`src/rtl/kmeans_dispatch.sv`:
```
// Dispatcher for K k-means cluster cores: streams pixels, picks the argmin core,
// sequences mean updates until convergence, then runs one labelling pass.
module kmeans_dispatch #(
  parameter int unsigned K        = 4,
  parameter int unsigned NPIX     = 1024,
  parameter int unsigned ADDR_W   = 12,
  parameter int unsigned MAX_ITER = 16,
  parameter int unsigned CORE_LAT = 2
) (
  input  logic              clk,
  input  logic              reset,
  input  logic              start,
  output logic [ADDR_W-1:0] pix_addr,
  output logic              pix_rd,
  input  logic [23:0]       pix_data,
  output logic [23:0]       core_pixel,
  output logic [5*K-1:0]    core_ctrl,
  input  logic [10*K-1:0]   core_dist,
  input  logic [K-1:0]      core_stable,
  input  logic [K-1:0]      core_busy,
  output logic [2:0]        label,
  output logic [ADDR_W-1:0] label_addr,
  output logic              label_valid,
  output logic              busy,
  output logic              done,
  output logic              converged,
  output logic [4:0]        iter_count
);

  localparam int unsigned WAIT_W = (CORE_LAT > 1) ? $clog2(CORE_LAT) : 1;
  localparam logic [ADDR_W-1:0] LAST_ADDR = ADDR_W'(NPIX - 1);
  localparam logic [WAIT_W-1:0] LAST_WAIT = WAIT_W'(CORE_LAT - 1);
  localparam logic [4:0]        ITER_MAX  = 5'(MAX_ITER);

  typedef enum logic [2:0] {
    ST_IDLE, ST_FETCH, ST_PRESENT, ST_WAIT, ST_SELECT, ST_UPDATE, ST_CHECK, ST_DONE
  } state_t;

  state_t              state_q, state_d;
  logic [ADDR_W-1:0]   addr_q, addr_d;
  logic [WAIT_W-1:0]   wait_q, wait_d;
  logic [4:0]          iter_d;
  logic                mode_q, mode_d;   // 0 = training, 1 = labelling
  logic                conv_d;
  logic                stable_pulse_d;
  logic [2:0]          win;
  logic [9:0]          best;
  logic [5*K-1:0]      ctrl_d;

  // Argmin over core distances; strict compare keeps ties on the lowest index.
  always_comb begin
    win  = 3'd0;
    best = core_dist[9:0];
    for (int k = 1; k < int'(K); k++) begin
      if (core_dist[10*k +: 10] < best) begin
        best = core_dist[10*k +: 10];
        win  = 3'(k);
      end
    end
  end

  always_ff @(posedge clk or negedge reset) begin
    if (!reset) state_q <= ST_IDLE;
    else        state_q <= state_d;
  end

  // Next-state and datapath update.
  always_comb begin
    state_d        = state_q;
    addr_d         = addr_q;
    wait_d         = wait_q;
    iter_d         = iter_count;
    mode_d         = mode_q;
    conv_d         = converged;
    stable_pulse_d = 1'b0;
    unique case (state_q)
      ST_IDLE: begin
        if (start) begin
          addr_d  = '0;
          iter_d  = 5'd0;
          mode_d  = 1'b0;
          conv_d  = 1'b0;
          state_d = ST_FETCH;
        end
      end
      ST_FETCH:   state_d = ST_PRESENT;
      ST_PRESENT: begin
        wait_d  = '0;
        state_d = ST_WAIT;
      end
      ST_WAIT: begin
        if (wait_q == LAST_WAIT) state_d = ST_SELECT;
        else                     wait_d  = wait_q + WAIT_W'(1);
      end
      ST_SELECT: begin
        if (addr_q == LAST_ADDR) begin
          addr_d  = '0;
          state_d = mode_q ? ST_DONE : ST_UPDATE;
        end else begin
          addr_d  = addr_q + ADDR_W'(1);
          state_d = ST_FETCH;
        end
      end
      ST_UPDATE: begin
        if (!(|core_busy)) begin
          if (iter_count < ITER_MAX) iter_d = iter_count + 5'd1;
          state_d = ST_CHECK;
        end
      end
      ST_CHECK: begin
        state_d = ST_FETCH;
        if (&core_stable) begin
          stable_pulse_d = 1'b1;
          conv_d         = 1'b1;
          mode_d         = 1'b1;
        end else if (iter_count == ITER_MAX) begin
          conv_d = 1'b0;
          mode_d = 1'b1;
        end
      end
      ST_DONE: state_d = ST_IDLE;
      default: state_d = ST_IDLE;
    endcase
  end

  // Core control for the coming cycle; distances are sampled on the last WAIT cycle.
  always_comb begin
    ctrl_d = '0;
    for (int k = 0; k < int'(K); k++) begin
      ctrl_d[5*k+4] = (state_d == ST_PRESENT) || (state_d == ST_WAIT);
      ctrl_d[5*k+3] = ((state_d == ST_PRESENT) || (state_d == ST_WAIT)) && mode_q;
      ctrl_d[5*k+2] = (state_d == ST_SELECT) && !mode_q && (win == 3'(k));
      ctrl_d[5*k+1] = (state_d == ST_UPDATE);
      ctrl_d[5*k]   = stable_pulse_d;
    end
  end

  always_ff @(posedge clk or negedge reset) begin
    if (!reset) begin
      addr_q      <= '0;
      wait_q      <= '0;
      mode_q      <= 1'b0;
      iter_count  <= 5'd0;
      converged   <= 1'b0;
      pix_addr    <= '0;
      pix_rd      <= 1'b0;
      core_pixel  <= 24'd0;
      core_ctrl   <= '0;
      label       <= 3'd0;
      label_addr  <= '0;
      label_valid <= 1'b0;
      busy        <= 1'b0;
      done        <= 1'b0;
    end else begin
      addr_q      <= addr_d;
      wait_q      <= wait_d;
      mode_q      <= mode_d;
      iter_count  <= iter_d;
      converged   <= conv_d;
      pix_rd      <= (state_d == ST_FETCH);
      if (state_d == ST_FETCH) pix_addr <= addr_d;
      if (state_q == ST_PRESENT) core_pixel <= pix_data;
      core_ctrl   <= ctrl_d;
      label_valid <= (state_d == ST_SELECT) && mode_q;
      if ((state_d == ST_SELECT) && mode_q) begin
        label      <= win;
        label_addr <= addr_q;
      end
      busy        <= (state_d != ST_IDLE) && (state_d != ST_DONE);
      done        <= (state_d == ST_DONE);
    end
  end

endmodule

```
`config.mk`:
```
export PLATFORM = sky130hd
export DESIGN_NAME = kmeans_dispatch
export DESIGN_NICKNAME = d
export VERILOG_FILES = /design/src/rtl/kmeans_dispatch.sv
export SDC_FILE = /design/constraint.sdc
export NUM_CORES = 1
export LEC_CHECK = 0
export ABC_CLOCK_PERIOD_IN_PS = 4250
export BUFFER_PORTS_ARGS = -buffer_cell sky130_fd_sc_hd__buf_4
export CAP_MARGIN = 20
export CELL_PAD_IN_SITES_DETAIL_PLACEMENT = 0
export CELL_PAD_IN_SITES_GLOBAL_PLACEMENT = 1
export CORE_MARGIN = 5
export CORE_UTILIZATION = 25
export CTS_CLUSTER_DIAMETER = 40
export DETAILED_ROUTE_END_ITERATION = 8
export PLACE_DENSITY = 0.56
export SETUP_SLACK_MARGIN = 0.05
export SLEW_MARGIN = 10
export SYNTH_ARGS = -nofsm -noshare
export SYNTH_HDL_FRONTEND = slang
export SYNTH_SLANG_ARGS = --single-unit
```
`constraint.sdc`:
```
create_clock -name clk -period 4.25 [get_ports clk]
set_clock_uncertainty 0.2 [all_clocks]
set_input_delay 0.2125 -clock clk [delete_from_list [all_inputs] [get_ports clk]]
set_output_delay 0.2125 -clock clk [all_outputs]
set_load 0.01 [all_outputs]
```
# After elaboration in Yosys (flattened, before gate mapping)
# Cells that the tools add are included.
dict set report totals {
  out_inout_bits 81
  inputBits 75
  register_bits 98
  wordCells 94
}
dict set report op_classes {
  n_mux 29
  n_addsub 3
  n_eq_ne 23
  order_cmp 4
  reduce_logical 20
}
# operator n
set ops {}
lappend ops {{$lt A10 B10 Y1} 3}
lappend ops {{$mux W12} 2}
lappend ops {{$pmux W12 S2} 1}
lappend ops {{$pmux W3 S8} 1}
lappend ops {{$eq A3 B3 Y1 const B} 7}
lappend ops {{$mux W10} 2}
lappend ops {{$eq A3 B2 Y1 const B} 6}
lappend ops {{$mux W5} 3}
lappend ops {{$add A12 B1 Y12 const B} 1}
lappend ops {{$eq A12 B10 Y1 const B} 1}
lappend ops {{$mux W3} 4}
lappend ops {{$pmux W5 S2} 1}
lappend ops {{$eq A3 B1 Y1 const B} 3}
lappend ops {{$mux W1} 9}
lappend ops {{$logic_and A1 B1 Y1} 8}
lappend ops {{$reduce_and A4 Y1} 2}
lappend ops {{$logic_not A3 Y1} 2}
lappend ops {{$mux W2} 3}
lappend ops {{$ne A2 B2 Y1 const B} 3}
lappend ops {{$ne A3 B3 Y1 const B} 2}
lappend ops {{$pmux W1 S2} 3}
lappend ops {{$reduce_bool A2 Y1} 3}
lappend ops {{$add A5 B1 Y5 const B} 1}
lappend ops {{$eq A5 B5 Y1 const B} 1}
lappend ops {{other kinds (7)} 7}

# Depth between registers and ports, before layout
# Gate-level depths: netlist of the first run.
dict set report logic_depth {
  depth_word 8
  mapped_depth 22
  ltp_nobuf 20
}

# Worst setup path after synthesis of the first run
# No wires, ideal clock.
dict set report synth_path {
  kind {in2reg}
  from {input core_dist[4]}
  to {register core_ctrl[7]}
  path_stages 21
  path_buffers 2
  required_time_ps 3922
  setup_time_ps 128
  t_arrival_ps 4588
  setup_slack_ps -666
  path_cell_list {inv_1 > ha_1 > a41oi_1 > nor2_1 > a211oi_2 > clkbuf_1 > a21oi_1 > ha_1 > nand4_1 > or3_1 > a31o_2 > o21ai_1 > buf_2 > mux2_2 > ha_1 > a21o_1 > a21o_1 > a221oi_1 > o31a_1 > and3b_1 > nor4_1}
}
dict set report synth_via {
  elab_chain_len 8
  word_cells_on_any_way 10
  classes_between {order compare: 3; eq/ne: 1; mux: 5; reduce/logical: 1}
}
# element line_no
set synth_lines {}
lappend synth_lines {{start: declaration} 18} ;# input logic [10*K-1:0] core_dist,
lappend synth_lines {{$lt A10 B10 Y1} 55} ;# if (core_dist[10*k +: 10] < best) begin
lappend synth_lines {{$mux W10} 55}
lappend synth_lines {{$lt A10 B10 Y1} 55}
lappend synth_lines {{$mux W10} 55}
lappend synth_lines {{$lt A10 B10 Y1} 55}
lappend synth_lines {{$mux W2 (*)} 55}
lappend synth_lines {{$eq A3 B1 Y1 (*)} 132} ;# ctrl_d[5*k+2] = (state_d == ST_SELECT) && !mode_q && (win == 3'(k));
lappend synth_lines {{$logic_and A1 B1 Y1 (*)} 132}
lappend synth_lines {{net ctrl_d[7]} 48} ;# logic [5*K-1:0] ctrl_d;
lappend synth_lines {{end signal: assignment} 163} ;# core_ctrl <= ctrl_d;
lappend synth_lines {{end: declaration} 17} ;# output logic [5*K-1:0] core_ctrl,
# Mark *: on every way through the listed nets, which the timed path passes. The rest lies on a longest branch.
# A chain may end at the register's enable or synchronous reset.

# Final worst setup path of the first run
dict set report layout_path {
  from {input core_dist[6]}
  to {register core_ctrl[17]}
}
dict set report layout_via {
  elab_chain_len 8
  word_cells_on_any_way 10
  classes_between {order compare: 3; eq/ne: 1; mux: 5; reduce/logical: 1}
}
# element line_no
set layout_lines {}
lappend layout_lines {{$lt A10 B10 Y1} 55}
lappend layout_lines {{$mux W10} 55}
lappend layout_lines {{$lt A10 B10 Y1} 55}
lappend layout_lines {{$mux W10} 55}
lappend layout_lines {{$lt A10 B10 Y1} 55}
lappend layout_lines {{$mux W2 (*)} 55}
lappend layout_lines {{$eq A3 B2 Y1 (*)} 132}
lappend layout_lines {{$logic_and A1 B1 Y1 (*)} 132}
lappend layout_lines {{net ctrl_d[17]} 48}
# Marked as above.

==> results of run 1 <==
## per-layer routing
layer | vias to the layer above | track usage, % | part of all wire [%]
met3 | 13 | 4.14 | 6.7
met1 | 1961 | 16.1 | 45
met5 | - | 0 | 0
met4 | 0 | 2.75 | 0.98
li1 | 2011 | - | -
met2 | 124 | 21.5 | 48
## repair_timing
item | 4_1_cts | 5_1_grt
resized for setup | 13 | 39
setup buffers | 3 | 6
gates cloned | 0 | 3
hold buffers | 27 | 0
endpoints found under the setup margin | 6 | 6
pin swaps | 12 | 17
endpoints found under the hold margin | 110 | 0
## area by class of cell
cell class	count	share of cell area, %
Inverter	34	1.93
Clock inverter	6	0.627
Sequential cell	85	28.8
Clock buffer	10	3.24
Timing Repair Buffer	242	26.9
Tap cell	229	3.88
Multi-Input combinational cell	300	34.6
## how the worst max path moves through the flow
stage | startpoint | to | slack [ps] | cells after the start
finish | core_dist[6] | core_ctrl[17] | -370 | 24
global route | core_dist[6] | core_ctrl[17] | -590 | 25
CTS | core_dist[7] | core_ctrl[2] | -320 | 24
detailed placement | core_dist[9] | core_ctrl[2] | -810 | 23
global placement | core_dist[9] | core_ctrl[2] | -690 | 23
floorplan | core_dist[11] | core_ctrl[2] | -330 | 19
## power breakdown
group          internal [mW]  switching [mW]  total (mW)
Clock                  0.416           0.331       0.747
Sequential              1.05           0.169        1.22
Combinational          0.868           0.716        1.58
Total                   2.33            1.22        3.55
## critical path, delay by kind of cell
| family | cells | cell delay [ps] |
|---|---|---|
| AO/OA/AOI/OAI | 9 | 1580 |
| adder cells (fa/ha/maj) | 3 | 760 |
| buffers and inverters | 5 | 560 |
| multiplexers | 1 | 310 |
| AND/OR/NAND/NOR | 6 | 1220 |
## cell families (layout without fill, tap and decap cells)
group / Yosys count / in the layout / share of synthesized area [%]
fa+ha+maj: 30 / 30 / 8.13
xor+xnor: 3 / 3 / 0.569
compound gates: 76 / 76 / 10.8
other cells: 1 / 1 / 0.0812
simple gates: 142 / 142 / 15.3
flops: 85 / 85 / 46.1
mux: 48 / 48 / 12.4
buf+inv: 62 / 292 / 6.69
## registers in the layout (all words and copies together) (netlist names)
signal and cells:
pix_rd 1, label_addr 12, label 2, core_ctrl 8, core_pixel 24, wait_q 1, label_valid 1, iter_count 5
mode_q 1, pix_addr 12, done 1, busy 1, addr_q 12, converged 1, state_q 3
## cells in the mapped netlist (all sizes together) (2+ instances only)
cell type	n
dfrtp	85
nand2	55
mux2	47
nor2	34
inv	33
ha	30
a21oi	23
buf	19
o21ai	18
clkbuf	9
nand4	8
nor3	8
nand3	6
nor4	6
a21o	5
a22o	4
and3	4
nor2b	4
or3	4
a41oi	3
and2	3
xor2	3
a211o	2
a211oi	2
a31o	2
a31oi	2
nand2b	2
nand3b	2
o21a	2
o31ai	2
or4	2
==> impl_metrics.ini, run 1 <==
[clock_tree]
htreeDepth = 3
cts.reportedPaths.clkPinSlew_ps = 60
cts_root_buffer = clkbuf_16
cts.sinks = 85
cts_buffer_depth = 2
cts_buffers = 9
cts_tree = built
clock_latency_ps = 330

[global_route]
antenna_found_initial = 0
grt_usage_pct = 12.8
grt-ovfl-total = 0
grt_max_degree = 86
first_global_vias = 4234
grt_pass1_wl_mm = 22.3

[worst_hold_path]
hp-start = start
min_delay_worst_endpoint = mode_q
hold_path.class = primary input to flip-flop
holdPathStages = 3

[critical_path]
path_cells = buf_4 -> inv_2 -> ha_4 -> nand4_1 -> a211oi_4 -> a211oi_4 -> buf_6 -> clkbuf_16 -> nor2_4 -> a21oi_2 -> ha_1 -> nand4_1 -> or3_1 -> a31o_2 -> o21ai_4 -> buf_12 -> mux2_4 -> ha_4 -> a21o_1 -> a21o_1 -> a221oi_2 -> o31a_1 -> nand3b_1 -> nor3_2
path_class = primary input to flip-flop
crit_path_start_kind = primary input
cp_slowest_stage_delay_ps = 410
rrSetupSlack_ps = 1180
crit_slowest_cell = or3_1
worst-endpoint-required_ps = 4290
path_max_fanout = 8
worstSetupEndpointType = flip-flop
cp.arrival_ps = 4660
timing.rr.start = addr_q[0]
r2r-end = pix_addr[2]
r2r_cells = 7

[run]
drv_cap = 0

[finish]
register_area_um2 = 2130
fillers = 1727
final_common_cell = buf_4
multiInputGateArea_um2 = 2550
final_nets = 777
drive_gt1_share_pct = 50.5
stdcell_count = 906
final_cell_mix = buf_4, dfrtp_1, nand2_1
postLayoutCoreUtil_pct = 40.8
synthToLayoutAreaGrowth_pct = 60.0
antennaDiodeCount = 0
design_area_um2 = 7390

[sta]
fin_crit_sh_pct = 109
setup_violations = 6
drv_slew = 0
grt_setup_unrepaired = true
slew_headroom_pct = 50.0
setup_tns_ps = -2150
max_freq_mhz = 216
hold_ws_ps = 18.6
finalWorstSetupSlack_ps = -369
fin_crit_ps = 4620
tightest_slew_ps = 750
timing.final.hold_violations = 0

[place]
place_area_um2 = 6420
place_inst = 850
dp_slack_ps = -810
globalplace.congestion = 0.820
hpwl_mm = 10.6
port_buffers = 154

[synthesis]
synth_top_area_cell = dfrtp_1
synth_fp_nets = 552
synth-seq-area-share_pct = 46.1
yosys_warnings = 0
yosysUniqueCellTypes = 61
synth.top_cell.area_share_pct = 46.1
netlist_area_um2 = 4620
syn_inst = 447
synth_area_per_cell_um2 = 10.3
ys_top_cells_by_area = dfrtp_1, mux2_2, ha_1, nand2_1, mux2_4
ys_ff_latch = 85
synth_edf_count = 0
synthArstFlopShare_pct = 100
ys.flop_type = dfrtp_1

[route]
wirelength_mm = 14.3
first_pass_iters = 4
dr.first_iter.drc_count = 157
detail_route.vias_per_cell = 4.54
via_count = 4109
antenna_left = 0
drc_errors = 0
routedWlPerCell_um = 15.8

[outcome]
violations = negative setup slack
outcome = finished, violations left

[floorplanning]
io_pins = 156
die_h_um = 146
die-width_um = 146
start_util_pct = 25.5
die-area_um2 = 21300
num_rows = 49
core-area_um2 = 18100

[pwr]
p_leak_nw = 3.56
p_total_mw = 3.55
powerDensity_nw_per_um2 = 481
peakVddDrop_v = 0.000173
(Power assumes the default switching activity.)
==> inputs of run 2 (changes only) <==
--- a/config.mk
+++ b/config.mk
@@ -14,7 +14,7 @@
 export CORE_UTILIZATION = 25
 export CTS_CLUSTER_DIAMETER = 40
 export DETAILED_ROUTE_END_ITERATION = 8
-export PLACE_DENSITY = 0.56
+export PLACE_DENSITY = 0.61
 export SETUP_SLACK_MARGIN = 0.05
 export SLEW_MARGIN = 10
 export SYNTH_ARGS = -nofsm -noshare
==> run 2 against run 1 <==
Compared with the run above:
- the run still ends with negative setup slack left
- setup slack got worse by 23 ps
- sequential cell count did not move
- global-route usage rose by 0.47 points
- die area did not move
- clock power rose by 3.2%
- sequential share of layout area fell by 0.74 points
- combinational power barely moved
- largest cell class unchanged
- highest routed layer unchanged
==> impl_metrics.ini, run 2 (synthesis results as in run 1) <==
[outcome]
outcome = finished, violations left
violations = negative setup slack

[sta]
max_freq_mhz = 215
fin_crit_ps = 4640
tightest_slew_ps = 781
grt_setup_unrepaired = true
setup_violations = 6
fin_crit_sh_pct = 109
timing.final.hold_violations = 0
slew_headroom_pct = 48.0
drv_slew = 0
finalWorstSetupSlack_ps = -392

[finish]
synthToLayoutAreaGrowth_pct = 64.2
final_nets = 791
antennaDiodeCount = 0
design_area_um2 = 7580
largest-register = core_pixel
fillers = 1709
final_cell_mix = buf_4, dfrtp_1, nand2_1
largest_reg_flops = 24
final_common_cell = buf_4
drive_gt1_share_pct = 51.4

[route]
drc_errors = 0
met2_length_mm = 6.89
via_count = 4219
wl_met1_mm = 6.11
routedWlPerCell_um = 15.8
highest_layer = met4
dr.first_iter.drc_count = 113
wirelength_mm = 14.5
antenna_left = 0
met3_length_mm = 1.06
detail_route.vias_per_cell = 4.59
first_pass_iters = 5

[floorplanning]
die-width_um = 146
num_rows = 49
die_h_um = 146
io_pins = 156
die-area_um2 = 21300
start_util_pct = 25.5
core-area_um2 = 18100

[critical_path]
crit_path_start_kind = primary input
timing.rr.start = addr_q[0]
cp.arrival_ps = 4670
critPathLaunch = core_dist[7]
r2r-end = pix_addr[1]
rrSetupSlack_ps = 1080
path_max_fanout = 8
path_class = primary input to flip-flop
endpoint = core_ctrl[2]
r2r_cells = 7
worstSetupEndpointType = flip-flop
worst-endpoint-required_ps = 4280

[clock_tree]
cts_buffer_depth = 2
clock_latency_ps = 330
cts_root_buffer = clkbuf_16
htreeDepth = 3
cts.reportedPaths.clkPinSlew_ps = 60
cts_tree = built
cts_buffers = 9
cts.sinks = 85

[place]
hpwl_mm = 10.4
globalplace.congestion = 0.783
place_area_um2 = 6350
port_buffers = 154

[global_route]
grt-ovfl-total = 0
grt_usage_pct = 13.3
grt_max_degree = 86
grt_pass1_wl_mm = 23.1
first_global_vias = 4492
antenna_found_initial = 0

[pwr]
peakVddDrop_v = 0.000252
p_total_mw = 3.58
p_leak_nw = 3.66
powerDensity_nw_per_um2 = 473

[worst_hold_path]
hold_path.class = primary input to flip-flop

[run]
drv_cap = 0
run 2: repair_timing:
| action | 4_1_cts | 5_1_grt |
|---|---|---|
| hold buffers | 27 | 0 |
| pin swaps | 30 | 17 |
| gates cloned | 1 | 1 |
| setup endpoints to repair | 6 | 6 |
| resized for setup | 55 | 20 |
| setup buffers | 25 | 6 |
| endpoints found under the hold margin | 110 | 0 |
run 2: metal layers:
| metal | vias to the layer above | GRT usage, % |
|---|---|---|
| met5 | - | 0 |
| met2 | 139 | 21.5 |
| met3 | 28 | 4.42 |
| li1 | 2037 | - |
| met1 | 2015 | 16.2 |
| met4 | 0 | 5.60 |
run 2: how the worst min path moves through the flow:
stage / from / slack (ps) / cells past startpoint / endpoint
6_report: start / 10 / 3 / mode_q
5_1_grt: start / 30 / 3 / mode_q
4_1_cts: start / 10 / 3 / mode_q
3_5_place_dp: pix_data[1] / 250 / 2 / core_pixel[1]
3_3_place_gp: pix_data[4] / 250 / 2 / core_pixel[4]
2_1_floorplan: reset / -280 / 0 / addr_q[0]
run 2: stage by stage:
step	TNS [ps]	setup slack (ps)	hold slack (ps)	util [%]	std cells
after global routing	-3140	-561	29.0	41.9	919
final	-2200	-392	13.2	41.9	919
after detailed placement	-4090	-729	250	35.1	844
after floorplan	-1620	-331	-283	-	447
after global placement	-3500	-600	247	35.1	844
after CTS	-1290	-225	9.79	40.7	912
run 2: critical path: stages:
cell and delay (ps):
buf_6 70, inv_4 30, ha_4 250, nand4_1 150
a211oi_2 330, a211oi_4 100, buf_6 150, clkbuf_16 140
nor2_1 110, a21oi_2 60, ha_1 300, o211ai_1 120
or3_4 350, a31o_4 220, o21ai_4 180, buf_12 150
mux2_4 310, ha_4 270, a21o_1 120, a21o_1 140
a221oi_2 70, o31a_1 330, and3b_2 260, nor4b_2 230
run 2: final cells by class:
class	count	area [um2]	share of cell area, %
clock buffers	11	243	3.20
clock inverters	4	48.8	0.644
inverters	34	148	1.95
multi-input cells	300	2630	34.6
flip-flops and latches	85	2130	28.1
well taps	229	287	3.78
repair buffers	256	2100	27.7
run 2: where the power goes:
group | leakage, nW | switching (mW) | total, mW | internal (mW)
logic | 2.42 | 0.723 | 1.59 | 0.870
clock network | 0.145 | 0.304 | 0.771 | 0.467
registers | 1.09 | 0.171 | 1.22 | 1.05
total | 3.66 | 1.20 | 3.58 | 2.39
